===== src/rtl/mul_sequencer_if.sv =====
// EX-stage handshake bundle between the pipeline and the multiply sequencer.
interface mul_sequencer_if #(
  parameter int WIDTH = 32
);
  logic [3:0]       ALUCtrl_i;
  logic             valid_i;
  logic             flush_i;
  logic [WIDTH-1:0] src1_i;
  logic [WIDTH-1:0] src2_i;
  logic             stall_o;
  logic             done_o;
  logic [WIDTH-1:0] result_o;
  logic             busy_o;

  modport master (
    output ALUCtrl_i, valid_i, flush_i,
    output src1_i, src2_i,
    input  stall_o, done_o, result_o, busy_o
  );

  modport slave (
    input  ALUCtrl_i, valid_i, flush_i,
    input  src1_i, src2_i,
    output stall_o, done_o, result_o, busy_o
  );
endinterface


===== src/rtl/mul_sequencer.sv =====
// Shift-add multiplier for EX: stalls the pipe for WIDTH+1 cycles per MUL
// and returns the low WIDTH bits of the product.
module mul_sequencer #(
  parameter int WIDTH = 32,
  parameter int CNT_W = 6
) (
  input logic           clk_i,
  input logic           rst_i,
  mul_sequencer_if.slave bus
);
  localparam logic [3:0] OP_MUL = 4'b0101;
  localparam logic [CNT_W-1:0] LAST = CNT_W'(WIDTH - 1);

  typedef enum logic [1:0] {
    IDLE,
    RUN,
    DONE
  } state_t;

  state_t           state;
  logic [WIDTH-1:0] mcand;
  logic [WIDTH-1:0] mplier;
  logic [WIDTH-1:0] acc;
  logic [WIDTH-1:0] acc_nxt;
  logic [WIDTH-1:0] result_q;
  logic [CNT_W-1:0] cnt;
  logic             busy_q;
  logic             done_q;
  logic             start;
  logic             idle;

  assign start = bus.valid_i & (bus.ALUCtrl_i == OP_MUL)
               & ~bus.flush_i;
  assign idle  = (state == IDLE);

  always_comb begin
    acc_nxt = acc;
    if (mplier[0]) acc_nxt = acc + mcand;
  end

  always_ff @(posedge clk_i or negedge rst_i) begin
    if (!rst_i) begin
      state    <= IDLE;
      mcand    <= '0;
      mplier   <= '0;
      acc      <= '0;
      cnt      <= '0;
      result_q <= '0;
      busy_q   <= 1'b0;
      done_q   <= 1'b0;
    end else begin
      done_q <= 1'b0;
      if (bus.flush_i) begin
        state  <= IDLE;
        busy_q <= 1'b0;
      end else begin
        unique case (state)
          IDLE: begin
            if (start) begin
              mcand  <= bus.src1_i;
              mplier <= bus.src2_i;
              acc    <= '0;
              cnt    <= '0;
              busy_q <= 1'b1;
              state  <= RUN;
            end
          end
          RUN: begin
            acc    <= acc_nxt;
            mcand  <= mcand << 1;
            mplier <= mplier >> 1;
            cnt    <= cnt + 1'b1;
            if (cnt == LAST) begin
              result_q <= acc_nxt;
              done_q   <= 1'b1;
              busy_q   <= 1'b0;
              state    <= DONE;
            end
          end
          DONE: state <= IDLE;
          default: state <= IDLE;
        endcase
      end
    end
  end

  // Squash and reset both mask the pipeline-facing strobes immediately.
  assign bus.stall_o  = rst_i & ~bus.flush_i
                      & ((idle & start) | busy_q);
  assign bus.done_o   = done_q & ~bus.flush_i;
  assign bus.busy_o   = busy_q;
  assign bus.result_o = result_q;
endmodule


===== src/flat_wrapper.sv =====
// flat-port wrapper written by rule: the top's interface ports become plain ports
module mul_sequencer_flat 
#(
  parameter int WIDTH = 32,
  parameter int CNT_W = 6
)
  (clk_i, rst_i, bus_ALUCtrl_i, bus_valid_i, bus_flush_i, bus_src1_i, bus_src2_i, bus_stall_o, bus_done_o, bus_result_o, bus_busy_o);
  mul_sequencer_if #(.WIDTH(WIDTH)) bus_i ();
  input logic clk_i;
  input logic rst_i;
  input wire logic [$bits(bus_i.ALUCtrl_i)-1:0] bus_ALUCtrl_i;
  input wire logic [$bits(bus_i.valid_i)-1:0] bus_valid_i;
  input wire logic [$bits(bus_i.flush_i)-1:0] bus_flush_i;
  input wire logic [$bits(bus_i.src1_i)-1:0] bus_src1_i;
  input wire logic [$bits(bus_i.src2_i)-1:0] bus_src2_i;
  output wire logic [$bits(bus_i.stall_o)-1:0] bus_stall_o;
  output wire logic [$bits(bus_i.done_o)-1:0] bus_done_o;
  output wire logic [$bits(bus_i.result_o)-1:0] bus_result_o;
  output wire logic [$bits(bus_i.busy_o)-1:0] bus_busy_o;
  assign bus_i.ALUCtrl_i = bus_ALUCtrl_i;
  assign bus_i.valid_i = bus_valid_i;
  assign bus_i.flush_i = bus_flush_i;
  assign bus_i.src1_i = bus_src1_i;
  assign bus_i.src2_i = bus_src2_i;
  assign bus_stall_o = bus_i.stall_o;
  assign bus_done_o = bus_i.done_o;
  assign bus_result_o = bus_i.result_o;
  assign bus_busy_o = bus_i.busy_o;
  mul_sequencer #(.WIDTH(WIDTH), .CNT_W(CNT_W)) u_core (.clk_i(clk_i), .rst_i(rst_i), .bus(bus_i));
endmodule

===== config.mk =====
export PLATFORM = sky130hd
export DESIGN_NAME = mul_sequencer_flat
export DESIGN_NICKNAME = d
export VERILOG_FILES = /design/src/rtl/mul_sequencer_if.sv /design/src/rtl/mul_sequencer.sv /design/src/flat_wrapper.sv
export SDC_FILE = /design/constraint.sdc
export NUM_CORES = 1
export LEC_CHECK = 0
export BUFFER_PORTS_ARGS = -buffer_cell sky130_fd_sc_hd__buf_2
export CELL_PAD_IN_SITES_DETAIL_PLACEMENT = 1
export CELL_PAD_IN_SITES_GLOBAL_PLACEMENT = 1
export CORE_MARGIN = 5
export CORE_UTILIZATION = 44
export CTS_CLUSTER_DIAMETER = 80
export DETAILED_ROUTE_END_ITERATION = 8
export GPL_ROUTABILITY_DRIVEN = 0
export HOLD_SLACK_MARGIN = 0.1
export PLACE_DENSITY = 0.92
export SYNTH_ARGS = -nofsm -noshare
export SYNTH_HDL_FRONTEND = slang
export SYNTH_SLANG_ARGS = --single-unit

===== constraint.sdc =====
create_clock -name clk_i -period 3.9 [get_ports clk_i]
set_input_delay 0.39 -clock clk_i [delete_from_list [all_inputs] [get_ports clk_i]]
set_output_delay 0.39 -clock clk_i [all_outputs]
set_load 0.02 [all_outputs]

== After elaboration in Yosys (flattened, before gate mapping) ==
Index checks and enable logic that the tools add are counted.
Operators by class
  add/subtract/negate cells: 2
  mux-type cells: 20
  bitwise gates (word level): 8
  eq/ne operators: 6
  reductions and logical operators: 7
Operator list (count)
  $pmux W32 S2: 3
  $mux W32: 4
  $add A32 B32 Y32: 1
  $pmux W6 S2: 1
  $reduce_and A3 Y1: 3
  $add A6 B1 Y6 const B: 1
  $and A1 B1 Y1: 6
  $eq A6 B5 Y1 const B: 1
  $mux W1: 6
  $mux W2: 3
  $mux W6: 1
  $ne A3 B2 Y1 const B: 2
  $eq A4 B3 Y1 const B: 1
  $pmux W2 S2: 1
  $reduce_bool A3 Y1: 1
  $eq A2 B1 Y1 const B: 1
  $logic_not A2 Y1: 1
  $ne A2 B1 Y1 const B: 1
  $pmux W1 S2: 1
  $reduce_and A2 Y1: 1
  $reduce_bool A2 Y1: 1
  $not A1 Y1: 1
  $or A1 B1 Y1: 1
Word-level totals
  input port bits: 72
  output and inout port bits: 35
  logic and storage cells: 51
  flip-flop bits (word level): 138

== Logic depth before layout (Yosys ltp) ==
  depth after elaboration: 6
  mapped depth: 10

== Worst setup path before layout ==
No wires, ideal clock.
  path kind: register to register
  from: reg u_core.acc[25]
  to: reg u_core.result_q[31], in the netlist u_core.bus.result_o[31]
  stages on the path, launching flop included: 10
  setup time: 0.065 ns
  data arrival time: 2.638 ns
  slack: 1.197 ns
  buffers on the path: 1
  data required time: 3.835 ns
  period minus slack after synthesis: 2.703 ns
  cell sequence: dfrtp_1 -> ha_1 -> clkbuf_2 -> a21o_1 -> o2111a_1 -> o32ai_2 -> mux2_1 -> nor4_2 -> mux2_2 -> nand2_1
Between the ends
  word-level cells in the longest chain between the ends: 2
RTL lines
  from (decl): RTL line mul_sequencer.sv:23  | logic [WIDTH-1:0] acc;
  from (signal assigned): RTL line mul_sequencer.sv:69  | acc <= acc_nxt;
  $add A32 B32 Y32: RTL line mul_sequencer.sv:38  | if (mplier[0]) acc_nxt = acc + mcand;
  $mux W32: RTL line mul_sequencer.sv:38
  to (signal assigned): RTL line mul_sequencer.sv:74  | result_q <= acc_nxt;
  to (decl): RTL line mul_sequencer.sv:25  | logic [WIDTH-1:0] result_q;
Every way passes these cells.
A chain may end at the register's enable or synchronous reset.

== Worst setup path in the final report ==
  from: reg u_core.acc[24]
  to: reg u_core.result_q[31], in the netlist u_core.bus.result_o[31]
The elaborated chain is that of the path after synthesis.

==> impl_metrics.prom <==
# TYPE chip_impl_metric gauge
chip_impl_info{name="run_status",value="finished, final reports clean"} 1
chip_impl_metric{name="post_detailed_placement_half_perimeter_wirelength",unit="um"} 16500
chip_impl_metric{name="detail_route.drc_violations",unit=""} 0
chip_impl_metric{name="yosys_warnings",unit=""} 0
chip_impl_metric{name="syn-mean-instance-area",unit="um2"} 8.66
chip_impl_metric{name="max_cap_violations",unit=""} 0
chip_impl_info{name="clock_tree_from_tritoncts",value="done"} 1
chip_impl_metric{name="detailroute.wirelength.met2",unit="um"} 12100
chip_impl_info{name="highest_layer",value="met5"} 1
chip_impl_info{name="yosys-top-cells-area",value="sky130_fd_sc_hd__dfrtp_1, sky130_fd_sc_hd__nand2_1, sky130_fd_sc_hd__a31oi_1"} 1
chip_impl_metric{name="ant_nets",unit=""} 0
chip_impl_metric{name="rows",unit=""} 48
chip_impl_metric{name="drt_pass1_iterations",unit=""} 5
chip_impl_metric{name="wirelength",unit="um"} 25000
chip_impl_info{name="rr_startpoint",value="u_core.acc[24]$_DFFE_PN0P_"} 1
chip_impl_info{name="synth-main-ff-cell",value="sky130_fd_sc_hd__dfrtp_1"} 1
chip_impl_metric{name="timing_worst_slew_pin_value",unit="ps"} 1020
chip_impl_metric{name="post_route_total_power",unit="mW"} 5.81
chip_impl_metric{name="syn_to_final_growth",unit="%"} 16.7
chip_impl_info{name="worst_setup_path_startpoint",value="u_core.acc[24]$_DFFE_PN0P_"} 1
chip_impl_metric{name="dr_total_vias",unit=""} 7216
chip_impl_metric{name="grt_overflow",unit=""} 0
chip_impl_info{name="cts-root-buf",value="sky130_fd_sc_hd__clkbuf_16"} 1
chip_impl_metric{name="p_per_area",unit="mW/mm2"} 641
chip_impl_metric{name="fp.dieH",unit="um"} 143
chip_impl_metric{name="final-max-slew-violation-count",unit=""} 0
chip_impl_metric{name="layout_worst_path_cycle_share",unit="%"} 76.6
chip_impl_metric{name="asyncSetResetFlopFracSynth",unit="%"} 100
chip_impl_info{name="crit-reg2reg-capture",value="u_core.bus.result_o[31]$_DFFE_PN0P_"} 1
chip_impl_metric{name="drive_above_1_share",unit="%"} 16.7
chip_impl_info{name="type_of_the_most_critical_hold_path",value="input pin to flip-flop"} 1
chip_impl_metric{name="hold_violations_final",unit=""} 0
chip_impl_metric{name="postPlaceCellArea",unit="mm2"} 0.00846
chip_impl_metric{name="critPathArrivalTime",unit="ps"} 3360
chip_impl_metric{name="grt_pass1_vias",unit=""} 7853
chip_impl_metric{name="numCtsBuffers",unit=""} 17
chip_impl_metric{name="fraction_of_the_yosys_area_taken_by_sequential_cells",unit="%"} 44.4
chip_impl_metric{name="postCtsSetupRepairBufs",unit=""} 0
chip_impl_metric{name="final_area",unit="mm2"} 0.00907
chip_impl_metric{name="ys_types",unit=""} 61
chip_impl_info{name="setup_repair_after_global_routing_missed_its_margin",value="no"} 1
chip_impl_info{name="synth_common_cells",value="sky130_fd_sc_hd__nand2_1, sky130_fd_sc_hd__dfrtp_1, sky130_fd_sc_hd__nor2_1"} 1
chip_impl_metric{name="die-area",unit="mm2"} 0.0204
chip_impl_metric{name="timing.setup.tns",unit="ps"} 0
chip_impl_metric{name="grt_antenna_before_repair",unit=""} 2
chip_impl_metric{name="met1_length",unit="um"} 10600
chip_impl_metric{name="synth_edf_count",unit=""} 0
chip_impl_metric{name="grtUsageTotal",unit="%"} 25.5
chip_impl_metric{name="placeableCoreArea",unit="mm2"} 0.0173
chip_impl_metric{name="p_leak",unit="nW"} 4.50
chip_impl_metric{name="ios",unit=""} 107
chip_impl_metric{name="nNetsFinal",unit=""} 1084
chip_impl_metric{name="numPortBuffers",unit=""} 106
chip_impl_metric{name="finalSetupViolations",unit=""} 0
chip_impl_metric{name="timing.slew.headroom",unit="%"} 31.2
chip_impl_info{name="setup.worst_path.start_class",value="flip-flop"} 1
chip_impl_info{name="synth_area_leader_cell",value="sky130_fd_sc_hd__dfrtp_1"} 1
chip_impl_metric{name="crit_path_max_fanout",unit=""} 10
chip_impl_info{name="synthMostInstantiatedCell",value="sky130_fd_sc_hd__nand2_1"} 1
chip_impl_metric{name="ys_seq_elements",unit=""} 138
chip_impl_metric{name="routed-wl-met3",unit="um"} 1400
chip_impl_metric{name="n_antenna_cell",unit=""} 0
chip_impl_metric{name="viasPerCell",unit=""} 5.93
chip_impl_metric{name="clk_path_buf_depth",unit=""} 2
chip_impl_metric{name="die_w",unit="um"} 143
chip_impl_metric{name="post-route-util",unit="%"} 52.5
chip_impl_info{name="endpoint",value="u_core.bus.result_o[31]$_DFFE_PN0P_"} 1
chip_impl_metric{name="first_pass_grt_wire_length",unit="um"} 41300
chip_impl_metric{name="syn-num-nets",unit=""} 1003
chip_impl_metric{name="clk-insertion-delay-late",unit="ps"} 440
chip_impl_metric{name="crit_required",unit="ps"} 4270
chip_impl_metric{name="summed_instance_area_of_the_synthesized_netlist",unit="mm2"} 0.00777
chip_impl_metric{name="detail_route.wl_per_cell",unit="um"} 20.6
chip_impl_metric{name="clkSlewWorstSetupHoldPaths",unit="ps"} 60
chip_impl_info{name="setup.worst_path.class",value="flip-flop to flip-flop"} 1
chip_impl_metric{name="initial_utilization",unit="%"} 44.9
chip_impl_metric{name="worst_ir_drop_vdd",unit="uV"} 353
chip_impl_metric{name="grt_start_max_net_pins",unit=""} 79
chip_impl_metric{name="yosysTopAreaCellShare",unit="%"} 44.4
chip_impl_info{name="cp_endpoint_kind",value="flip-flop"} 1
chip_impl_metric{name="drtIter0Drc",unit=""} 529
chip_impl_metric{name="synth_instances",unit=""} 898
chip_impl_metric{name="worstRegToRegCells",unit=""} 8
chip_impl_metric{name="achievable-frequency",unit="MHz"} 335
chip_impl_metric{name="clock_sink_count",unit=""} 138
chip_impl_metric{name="htreeDepth",unit=""} 4
chip_impl_metric{name="ff2ff_setup_slack",unit="ps"} 910
chip_impl_metric{name="worst_clock_skew",unit="ps"} 12.1
chip_impl_metric{name="finalCriticalPeriod",unit="ps"} 2990
-- per-layer routing --
metal,global-route usage [%],vias to the layer above
met2,42.2,236
met5,0,-
met4,10.8,4
met3,5.53,80
li1,-,3319
met1,32.5,3577
-- worst min path at each step --
stage / start / endpoint / slack (ps) / cells after the start
finish: bus_src2_i[31] / u_core.mplier[31]$_DFFE_PN0P_ / 190 / 2
global placement: u_core.bus.result_o[7]$_DFFE_PN0P_ / u_core.bus.result_o[7]$_DFFE_PN0P_ / 460 / 2
global route: bus_src2_i[31] / u_core.mplier[31]$_DFFE_PN0P_ / 200 / 2
detailed placement: u_core.bus.result_o[4]$_DFFE_PN0P_ / u_core.bus.result_o[4]$_DFFE_PN0P_ / 460 / 2
floorplan: rst_i / u_core.acc[0]$_DFFE_PN0P_ / 90 / 0
CTS: bus_src2_i[31] / u_core.mplier[31]$_DFFE_PN0P_ / 180 / 2
-- cells in the final DEF (no fill, tap or decap), types with 4 or more instances in the layout --
| cell | netlist | routed |
|---|---|---|
| sky130_fd_sc_hd__or3_1 | 9 | 9 |
| sky130_fd_sc_hd__a21oi_1 | 50 | 50 |
| sky130_fd_sc_hd__and3_1 | 12 | 12 |
| sky130_fd_sc_hd__mux2i_1 | 13 | 13 |
| sky130_fd_sc_hd__o21ai_0 | 44 | 44 |
| sky130_fd_sc_hd__nand4_1 | 8 | 8 |
| sky130_fd_sc_hd__xor2_1 | 10 | 10 |
| sky130_fd_sc_hd__nor2_1 | 98 | 98 |
| sky130_fd_sc_hd__inv_1 | 5 | 5 |
| sky130_fd_sc_hd__buf_2 | 11 | 105 |
| sky130_fd_sc_hd__ha_1 | 32 | 32 |
| sky130_fd_sc_hd__clkbuf_16 | 0 | 17 |
| sky130_fd_sc_hd__nor2b_1 | 10 | 9 |
| sky130_fd_sc_hd__a22o_1 | 18 | 18 |
| sky130_fd_sc_hd__mux2_2 | 5 | 5 |
| sky130_fd_sc_hd__nand3_1 | 15 | 15 |
| sky130_fd_sc_hd__a21o_1 | 26 | 26 |
| sky130_fd_sc_hd__xnor2_1 | 20 | 20 |
| sky130_fd_sc_hd__buf_4 | 0 | 11 |
| sky130_fd_sc_hd__nand2_1 | 197 | 197 |
| sky130_fd_sc_hd__o21ai_1 | 5 | 5 |
| sky130_fd_sc_hd__a31oi_1 | 67 | 67 |
| sky130_fd_sc_hd__and2_1 | 5 | 5 |
| sky130_fd_sc_hd__dfrtp_1 | 138 | 138 |
| sky130_fd_sc_hd__clkinv_2 | 0 | 4 |
-- registers in the layout, indices dropped and copies added (netlist names) --
signal	flops
u_core.acc	32
u_core.bus.result_o	32
u_core.mcand	32
u_core.mplier	32
u_core.cnt	6
u_core.state	2
u_core.bus.busy_o	1
u_core.done_q	1
-- worst max-delay path, stage by stage (launching register included) --
cell and delay (ps):
sky130_fd_sc_hd__dfrtp_1 400, sky130_fd_sc_hd__ha_1 440, sky130_fd_sc_hd__and3_1 260, sky130_fd_sc_hd__o2111a_1 240, sky130_fd_sc_hd__o32ai_2 350, sky130_fd_sc_hd__mux2_1 380, sky130_fd_sc_hd__nor4_2 400, sky130_fd_sc_hd__mux2_2 390
sky130_fd_sc_hd__nand2_1 60
-- cells by family (layout without fill, tap and decap cells) --
group	Yosys count	after routing	share of synthesized area, %
and+or+nand+nor	373	373	20.6
xor gates and xnor gates	30	30	3.38
DFF	138	138	44.4
AOI/OAI and AO/OA	243	243	20.4
muxes	19	19	2.54
buffers and inverters	62	156	3.30
adders and majority gates	33	33	5.41
-- report_power, final --
group	internal, mW	leakage (nW)	total (mW)	switching [mW]
logic	0.816	2.44	2.10	1.28
clock network	1.04	0.297	1.70	0.658
registers	1.73	1.76	2.02	0.287
-- through the flow --
| stage | setup slack (ps) | hold slack, ps | instances |
|---|---|---|---|
| after global routing | 754 | 197 | 1217 |
| after CTS | 931 | 181 | 1217 |
| after global placement | 1080 | 458 | 1184 |
| after floorplan | 1200 | 94.4 | 898 |
| after detailed placement | 987 | 465 | 1184 |
| final | 911 | 188 | 1217 |
-- cell type report --
class	instances	area, um2
well taps	225	282
inverters	6	22.5
fillers	2064	8220
multi-input cells	698	4080
repair buffers	118	629
clock inverters	11	144
clock buffers	21	460
flip-flops and latches	138	3450
-- timing repair --
action / CTS / global route
gates resized for setup: 0 / 0
hold buffers: 1 / 0
hold endpoints to repair: 76 / 0
Power figures use the tool's default switching activity.
